$ cat src/rtl/tcb_argmax_seq_pkg.sv
// Shared state type and score-extension helper for the sequential TCB argmax stage.
package tcb_pkg;

  typedef enum logic [1:0] {IDLE, SCAN, DONE} state_t;

  localparam int N_CLASS_DEF = 10;
  localparam int IDX_W       = $clog2(N_CLASS_DEF);
  localparam int SCORE_W_MAX = 64;

  // Sign- or zero-extends the low 'width' bits of val across the full word.
  function automatic logic [SCORE_W_MAX:0] extend_score(
    input logic [SCORE_W_MAX-1:0] val,
    input int                     width,
    input logic                   signed_flag
  );
    logic [SCORE_W_MAX:0] hi_mask;
    logic                 msb;
    hi_mask = {(SCORE_W_MAX+1){1'b1}} << width;
    msb     = |(val & (SCORE_W_MAX'(1) << (width - 1)));
    return ({1'b0, val} & ~hi_mask) | ({(SCORE_W_MAX+1){signed_flag & msb}} & hi_mask);
  endfunction

endpackage

$ cat src/rtl/tcb_argmax_seq_score_cmp.sv
// Combinational strict greater-than for one score pair, signed or unsigned.
module tcb_score_cmp
  import tcb_pkg::*;
#(
  parameter int SCORE_W      = 27,
  parameter bit SCORE_SIGNED = 1'b1
) (
  input  logic [SCORE_W-1:0] a,
  input  logic [SCORE_W-1:0] b,
  output logic               gt
);

  logic [SCORE_W_MAX:0] w_a_ext;
  logic [SCORE_W_MAX:0] w_b_ext;

  assign w_a_ext = extend_score(SCORE_W_MAX'(a), SCORE_W, SCORE_SIGNED);
  assign w_b_ext = extend_score(SCORE_W_MAX'(b), SCORE_W, SCORE_SIGNED);

  // Unsigned inputs arrive zero-extended, so a signed compare covers both modes.
  assign gt = $signed(w_a_ext) > $signed(w_b_ext);

endmodule

$ cat src/rtl/tcb_argmax_seq.sv
// Sequential argmax over N_CLASS scores, one class per cycle, with drop counting.
// Define TCB_ARGMAX_TOP2_EN to add second-best index (predict2) and margin outputs.
//
// state | meaning
// IDLE  | waiting for valid
// SCAN  | comparing classes 1..N_CLASS-1 against the running best
// DONE  | result registered, ready high for this one cycle; accepts a new valid
module tcb_argmax_seq
  import tcb_pkg::*;
#(
  parameter int N_CLASS      = 10,
  parameter int SCORE_W      = 27,
  parameter bit SCORE_SIGNED = 1'b1,
  parameter int DROP_W       = 16
) (
  input  logic                       clk,
  input  logic                       rst,
  input  logic [N_CLASS*SCORE_W-1:0] layer_out,
  input  logic                       valid,
  output logic [31:0]                predict,
  output logic                       ready,
  output logic                       busy,
  output logic [DROP_W-1:0]          drop_cnt
`ifdef TCB_ARGMAX_TOP2_EN
  ,
  output logic [31:0]                predict2,
  output logic [SCORE_W:0]           margin
`endif
);

  localparam int              CNT_W    = $clog2(N_CLASS);
  localparam logic [CNT_W-1:0] LAST_IDX = CNT_W'(N_CLASS - 1);

  state_t             r_state;
  logic [SCORE_W-1:0] r_score [N_CLASS];
  logic [CNT_W-1:0]   r_idx;
  logic [CNT_W-1:0]   r_best_idx;
  logic [SCORE_W-1:0] r_best_val;

  logic [SCORE_W-1:0] w_cur;
  logic               w_gt_best;
  logic [CNT_W-1:0]   w_best_idx_nx;
  logic [SCORE_W-1:0] w_best_val_nx;

  assign w_cur = r_score[r_idx];

  tcb_score_cmp #(
    .SCORE_W      (SCORE_W),
    .SCORE_SIGNED (SCORE_SIGNED)
  ) u_cmp_best (
    .a  (w_cur),
    .b  (r_best_val),
    .gt (w_gt_best)
  );

  // Strict compare keeps the lower index on ties.
  assign w_best_idx_nx = w_gt_best ? r_idx : r_best_idx;
  assign w_best_val_nx = w_gt_best ? w_cur : r_best_val;

`ifdef TCB_ARGMAX_TOP2_EN
  logic [CNT_W-1:0]   r_sec_idx;
  logic [SCORE_W-1:0] r_sec_val;
  logic               r_sec_full;
  logic               w_gt_sec;
  logic [CNT_W-1:0]   w_sec_idx_nx;
  logic [SCORE_W-1:0] w_sec_val_nx;
  logic [SCORE_W:0]   w_best_ext;
  logic [SCORE_W:0]   w_sec_ext;

  tcb_score_cmp #(
    .SCORE_W      (SCORE_W),
    .SCORE_SIGNED (SCORE_SIGNED)
  ) u_cmp_sec (
    .a  (w_cur),
    .b  (r_sec_val),
    .gt (w_gt_sec)
  );

  always_comb begin
    w_sec_idx_nx = r_sec_idx;
    w_sec_val_nx = r_sec_val;
    if (w_gt_best) begin
      w_sec_idx_nx = r_best_idx;
      w_sec_val_nx = r_best_val;
    end else if (!r_sec_full || w_gt_sec) begin
      w_sec_idx_nx = r_idx;
      w_sec_val_nx = w_cur;
    end
  end

  assign w_best_ext = {SCORE_SIGNED & w_best_val_nx[SCORE_W-1], w_best_val_nx};
  assign w_sec_ext  = {SCORE_SIGNED & w_sec_val_nx[SCORE_W-1], w_sec_val_nx};
`endif

  always_ff @(posedge clk) begin
    if (rst) begin
      r_state    <= IDLE;
      r_idx      <= '0;
      r_best_idx <= '0;
      r_best_val <= '0;
      predict    <= '0;
      ready      <= 1'b0;
      busy       <= 1'b0;
      drop_cnt   <= '0;
`ifdef TCB_ARGMAX_TOP2_EN
      r_sec_idx  <= '0;
      r_sec_val  <= '0;
      r_sec_full <= 1'b0;
      predict2   <= '0;
      margin     <= '0;
`endif
    end else begin
      ready <= 1'b0;
      case (r_state)
        IDLE, DONE: begin
          if (valid) begin
            for (int k = 0; k < N_CLASS; k++) begin
              r_score[k] <= layer_out[k*SCORE_W +: SCORE_W];
            end
            r_best_val <= layer_out[SCORE_W-1:0];
            r_best_idx <= '0;
            r_idx      <= CNT_W'(1);
            busy       <= 1'b1;
            r_state    <= SCAN;
`ifdef TCB_ARGMAX_TOP2_EN
            r_sec_val  <= layer_out[SCORE_W-1:0];
            r_sec_idx  <= '0;
            r_sec_full <= 1'b0;
`endif
          end else begin
            r_state <= IDLE;
          end
        end
        SCAN: begin
          if (valid && (drop_cnt != {DROP_W{1'b1}})) begin
            drop_cnt <= drop_cnt + DROP_W'(1);
          end
          r_best_val <= w_best_val_nx;
          r_best_idx <= w_best_idx_nx;
          r_idx      <= r_idx + CNT_W'(1);
`ifdef TCB_ARGMAX_TOP2_EN
          r_sec_val  <= w_sec_val_nx;
          r_sec_idx  <= w_sec_idx_nx;
          r_sec_full <= 1'b1;
`endif
          if (r_idx == LAST_IDX) begin
            predict <= {{(32-CNT_W){1'b0}}, w_best_idx_nx};
            ready   <= 1'b1;
            busy    <= 1'b0;
            r_state <= DONE;
`ifdef TCB_ARGMAX_TOP2_EN
            predict2 <= {{(32-CNT_W){1'b0}}, w_sec_idx_nx};
            margin   <= w_best_ext - w_sec_ext;
`endif
          end
        end
        default: r_state <= IDLE;
      endcase
    end
  end

endmodule

$ cat config.mk
export PLATFORM = sky130hd
export DESIGN_NAME = tcb_argmax_seq
export DESIGN_NICKNAME = d
export VERILOG_FILES = /design/src/rtl/tcb_argmax_seq_pkg.sv /design/src/rtl/tcb_argmax_seq_score_cmp.sv /design/src/rtl/tcb_argmax_seq.sv
export SDC_FILE = /design/constraint.sdc
export NUM_CORES = 1
export LEC_CHECK = 0
export BUFFER_PORTS_ARGS = -buffer_cell sky130_fd_sc_hd__clkbuf_2
export CAP_MARGIN = 0
export CORE_MARGIN = 2
export CORE_UTILIZATION = 58
export CTS_CLUSTER_DIAMETER = 120
export DETAILED_ROUTE_END_ITERATION = 16
export PLACE_DENSITY = 0.84
export SKIP_CTS_REPAIR_TIMING = 1
export SLEW_MARGIN = 0
export SYNTH_ARGS = -nofsm -noshare
export SYNTH_HDL_FRONTEND = slang
export SYNTH_HIERARCHICAL = 1
export SYNTH_SLANG_ARGS = --single-unit
$ cat constraint.sdc
create_clock -name clk -period 26.6 [get_ports clk]
set_clock_uncertainty 0.05 [all_clocks]
set_input_delay 3.99 -clock clk [delete_from_list [all_inputs] [get_ports clk]]
set_output_delay 3.99 -clock clk [all_outputs]
set_load 0.1 [all_outputs]
; Word level (Yosys, flattened, before mapping)
; Memories as Yosys holds them, arrays and structs flattened. A register that Yosys moved wholly into a read port is not among the register bits.
; Index checks and enable logic that the tools add are counted.
[totals]
memories = 1
wordCells = 53
ram_bits = 270
ff_bits = 59
[mem_list]
columns = name, depth, width, read_ports, rd_clocked_by_memory_dff, write_ports, line
row1 = r_score, 10, 27, 1, 1, 10, tcb_argmax_seq.sv:35  ; logic [SCORE_W-1:0] r_score [N_CLASS];
[classes]
order_cmp = 1
bitwise = 3
add_sub_neg = 2
n_reduce_logical = 10
eq_ne = 7
mux = 21
[ops]
columns = cell, n
row1 = OR 27 x 65 -> 65 bit, 2
row2 = > comparator 65 bit, 1
row3 = 2-to-1 mux 27 bit, 2
row4 = one-hot mux 27 bit (2 select lines), 1
row5 = 2-to-1 mux 4 bit, 5
row6 = "adder 16 x 1 -> 16 bit, second input constant", 1
row7 = "!= test 16 bit, second input constant", 1
row8 = one-hot mux 4 bit (2 select lines), 2
row9 = 2-to-1 mux 1 bit, 8
row10 = "!= test 2 bit, second input constant", 3
row11 = AND reduction 2 bit, 3
row12 = AND reduction 3 bit, 2
row13 = "adder 4 x 1 -> 4 bit, second input constant", 1
row14 = "== test 4 bit, second input constant", 1
row15 = one-hot mux 2 bit (2 select lines), 1
row16 = OR reduction 2 bit, 2
row17 = "== test 2 x 1 -> 1 bit, second input constant", 1
row18 = "== test 2 bit, second input constant", 1
row19 = logical NOT 2 bit, 1
row20 = 2-to-1 mux 2 bit, 1
row21 = one-hot mux 1 bit (2 select lines), 1
row22 = nonzero test 2 bit, 1
row23 = logical AND 1 bit, 1
row24 = inverter 1 bit, 1

; Logic depth before layout (Yosys ltp)
[depth]
depth_word = 6
ltp_mapped = 19
ltp_nobuf = 14

; By module
; Netlist, hierarchy kept.
[by_module_without_submodules]
columns = mod, seq_area_each_um2, cells_each, instances, area_each_um2
row1 = tcb_argmax_seq, 9369.0, 790, 1, 13545.5
row2 = tcb_score_cmp, 0.0, 97, 1, 688.2

; Worst setup path before layout
; Ideal clock, no wire load.
[synth_path]
path_kind = input-to-reg
from = in rst
to = mem r_score[0][0] (enable)
required_time_ps = 25644
path_stages = 4
arrival_ps = 15821
path_buffers = 3
path_slack_ps = 9823
path_cell_list = clkbuf_1 > clkbuf_1 > buf_1 > nor2_1
[synth_rtl]
columns = element, line
row1 = "start, declared", tcb_argmax_seq.sv:17  ; input logic rst,
row2 = "end, declared", tcb_argmax_seq.sv:35

==> flow_metrics.env <==
export IMPL_io_buffers=294
export IMPL_maxSlewViolCount=0
export IMPL_ys_warn_count=6
export IMPL_final_hold_violation_count=0
export IMPL_power_leakage_nw=6.54
export IMPL_crit_path_max_fanout=79
export IMPL_worst_slew_pin_slew_ns=1.24
export IMPL_final_fill_count=1569
export IMPL_final_period_demand_of_the_worst_path_ns=7.29
export IMPL_max_incr_delay_on_cp_ns=1.05
export IMPL_max_freq_ghz=0.137
export IMPL_detail_route_iter0_violations=708
export IMPL_critical_path_most_common_cell="sky130_fd_sc_hd__buf_4"
export IMPL_average_instance_area_after_synthesis_um2=16.0
export IMPL_stdcell_count=1526
export IMPL_ctsLongestPathBuffers=3
export IMPL_dp_final_hpwl_um=19900
export IMPL_timing_critical_path_arrival_ns=7.35
export IMPL_layout_area_overhead_vs_synth_pct=19.3
export IMPL_via_count=8773
export IMPL_period_share_pct=27.4
export IMPL_unrepaired_setup_endpoints_after_global_routing="false"
export IMPL_tritoncts_num_sinks=333
export IMPL_power_per_cell_area_nw_per_um2=71.5
export IMPL_initial_core_util_pct=58.9
export IMPL_placement_rows=57
export IMPL_layout_nets=1479
export IMPL_synth_edf_count=270
export IMPL_floorplan_die_area_um2=25800
export IMPL_post_drt_via_cell_ratio=5.75
export IMPL_die_height_um=161
export IMPL_drt_pass1_iter_count=5
export IMPL_grt_max_degree=80
export IMPL_totalPowerFinal_mw=1.21
export IMPL_worst_setup_path_end_kind="flop"
export IMPL_vdd_ir_drop_worst_mv=0.0564
export IMPL_global_route_usage_total_pct=23.8
export IMPL_setup_viol_count_final=0
export IMPL_place_gp_congestion=0.782
export IMPL_clkSlewWorstSetupHoldPaths_ns=0.06
export IMPL_dieWidth_um=161
export IMPL_drv_cap=0
export IMPL_layout_cells_most_common_list="sky130_fd_sc_hd__clkbuf_2 (294), sky130_fd_sc_hd__edfxtp_1 (270), sky130_fd_sc_hd__nor2_1 (79)"
export IMPL_worst_hold_path_type="flop to flop"
export IMPL_tritoncts="yes"
export IMPL_netlist_instances=887
export IMPL_yosys_register_bits=333
export IMPL_post_place_cells=1464
export IMPL_synthDistinctLibCells=50
export IMPL_antenna_cells_inserted=0
export IMPL_cts_max_level=2
export IMPL_tritoncts_num_buffers=34
export IMPL_postSynth_topFlopCell="sky130_fd_sc_hd__edfxtp_1"
export IMPL_fraction_of_final_layout_cells_with_drive_strength_greater_than_1_pct=33.4
export IMPL_ys_async_sr_fraction_pct=0
export IMPL_routedWlPerCell_um=20.3
export IMPL_setup_tns_final_ns=0
export IMPL_type_of_origin_of_the_critical_path="input pin"
export IMPL_mostFrequentLayoutCell="sky130_fd_sc_hd__clkbuf_2"
export IMPL_coreArea_um2=24200
export IMPL_totalWireLength_um=31000
export IMPL_synth_seq_area_share_pct=65.8
export IMPL_route_antenna_remaining_nets=0
export IMPL_drcViolationCount=0
export IMPL_headroom_to_the_max_slew_limit_pct=17.0
export IMPL_outcome="finished, final reports clean"
export IMPL_grt_first_pass_wirelength_um=47400
export IMPL_worstSkewPairLatency_ns=0.50
export IMPL_antenna_found_initial=0
export IMPL_cts_root_buf="sky130_fd_sc_hd__clkbuf_16"
export IMPL_cp_slowest_cell="sky130_fd_sc_hd__nor2_4"
export IMPL_first_global_vias=8819
export IMPL_io_pin_count=323
export IMPL_worstPathRequired_ns=26.67
export IMPL_grt_overflow_total=0
export IMPL_worst_setup_path_type="input pin to flop"
export IMPL_summed_instance_area_of_the_synthesized_netlist_um2=14200
export IMPL_worstPathCellList="clkbuf_2, nor2_4, buf_4, buf_4"
[worst max-delay path, delay by kind of cell]
kind	cells	cell delay, ns
simple gates	1	1.05
buf+inv	3	2.20
[registers in the layout, indices dropped and copies added, names as in the netlist, named ones only]
register,count
busy,1
drop_cnt,16
predict,4
r_best_idx,4
r_best_val,27
r_idx,4
r_score,270
r_state,2
ready,1
[Yosys cell counts, types with 2 or more instances]
master | number | area [µm²]
sky130_fd_sc_hd__buf_4 | 28 | 210
sky130_fd_sc_hd__edfxtp_1 | 270 | 8110
sky130_fd_sc_hd__and3_1 | 2 | 12.5
sky130_fd_sc_hd__o31ai_1 | 3 | 22.5
sky130_fd_sc_hd__a2bb2oi_1 | 27 | 236
sky130_fd_sc_hd__or3_1 | 3 | 18.8
sky130_fd_sc_hd__buf_6 | 5 | 56.3
sky130_fd_sc_hd__mux4_2 | 4 | 90.1
sky130_fd_sc_hd__nor3_1 | 6 | 30.0
sky130_fd_sc_hd__clkbuf_1 | 26 | 97.6
sky130_fd_sc_hd__and2_1 | 2 | 12.5
sky130_fd_sc_hd__o21ai_0 | 5 | 25.0
sky130_fd_sc_hd__a21oi_1 | 51 | 255
sky130_fd_sc_hd__nand2b_1 | 5 | 31.3
sky130_fd_sc_hd__a32oi_1 | 3 | 26.3
sky130_fd_sc_hd__a21o_1 | 3 | 22.5
sky130_fd_sc_hd__ha_1 | 30 | 375
sky130_fd_sc_hd__buf_2 | 9 | 45.0
sky130_fd_sc_hd__a221o_1 | 28 | 280
sky130_fd_sc_hd__nor2_1 | 80 | 300
sky130_fd_sc_hd__a211oi_1 | 10 | 75.1
sky130_fd_sc_hd__dfxtp_1 | 63 | 1260
sky130_fd_sc_hd__mux2_2 | 37 | 417
sky130_fd_sc_hd__mux4_1 | 50 | 1310
sky130_fd_sc_hd__inv_1 | 32 | 120
sky130_fd_sc_hd__o41ai_1 | 2 | 17.5
sky130_fd_sc_hd__nand3_1 | 9 | 45.0
sky130_fd_sc_hd__nor2b_1 | 11 | 68.8
sky130_fd_sc_hd__mux2i_1 | 32 | 320
sky130_fd_sc_hd__nand3b_1 | 3 | 22.5
sky130_fd_sc_hd__nand4_1 | 10 | 62.6
sky130_fd_sc_hd__or4_1 | 3 | 22.5
sky130_fd_sc_hd__buf_1 | 6 | 22.5
sky130_fd_sc_hd__and4_1 | 2 | 17.5
sky130_fd_sc_hd__nand2_1 | 12 | 45.0
[worst paths after layout]
path | from | endpoint | slack (ns) | cells past startpoint
worst max-delay path | rst | r_score[8][15]$_DFFE_PP_ | 19.31 | 4
worst min-delay path | r_best_val[22]$_SDFFE_PP0P_ | r_best_val[22]$_SDFFE_PP0P_ | 0.44 | 1
worst max register to register | flop | r_best_val[21]$_SDFFE_PP0P_ | 20.18 | 15
worst min register to register | r_best_val[22]$_SDFFE_PP0P_ | r_best_val[22]$_SDFFE_PP0P_ | 0.44 | 1
[power by group]
part / switching [mW] / internal [mW]
Sequential: 0.0154 / 0.591
Clock: 0.188 / 0.293
Combinational: 0.0739 / 0.0536
Total: 0.277 / 0.938
[metal layers]
metal / routed length (µm) / GRT usage (%) / share of wire, %
met5: 0 / 0 / 0
met4: 915 / 8.31 / 3.0
met3: 2140 / 3.90 / 6.9
met2: 15400 / 40.5 / 50
met1: 12500 / 31.6 / 40
[through the flow]
| stage | cell area (µm²) | utilization, % | hold WS, ns | setup slack (ns) |
|---|---|---|---|---|
| floorplan | 14300 | - | 0.403 | 9.82 |
| global placement | 15800 | 65.5 | 0.415 | 18.86 |
| detailed placement | 15800 | 65.5 | 0.421 | 18.69 |
| CTS | 17000 | 70.2 | 0.440 | 19.25 |
| global route | 17000 | 70.3 | 0.454 | 18.99 |
| finish | 17000 | 70.3 | 0.443 | 19.31 |
[cells by family after synthesis]
group,count (synthesis),share of synthesized area [%]
and+or+nand+nor,154,5.34
AOI/OAI and AO/OA,139,7.16
other,1,0.0263
DFF,333,65.8
buffers and inverters,107,3.98
adders and majority gates,30,2.64
muxes,123,15.0
[cell type report]
type | instances | area (µm²) | area share, %
multi-input cells | 474 | 4420 | 26.0
well taps | 324 | 405 | 2.39
inverters | 32 | 120 | 0.707
repair buffers | 301 | 1520 | 8.97
clock buffers | 52 | 1020 | 5.98
flip-flops and latches | 333 | 9380 | 55.2
clock inverters | 10 | 123 | 0.722
Power figures use the tool's default switching activity.
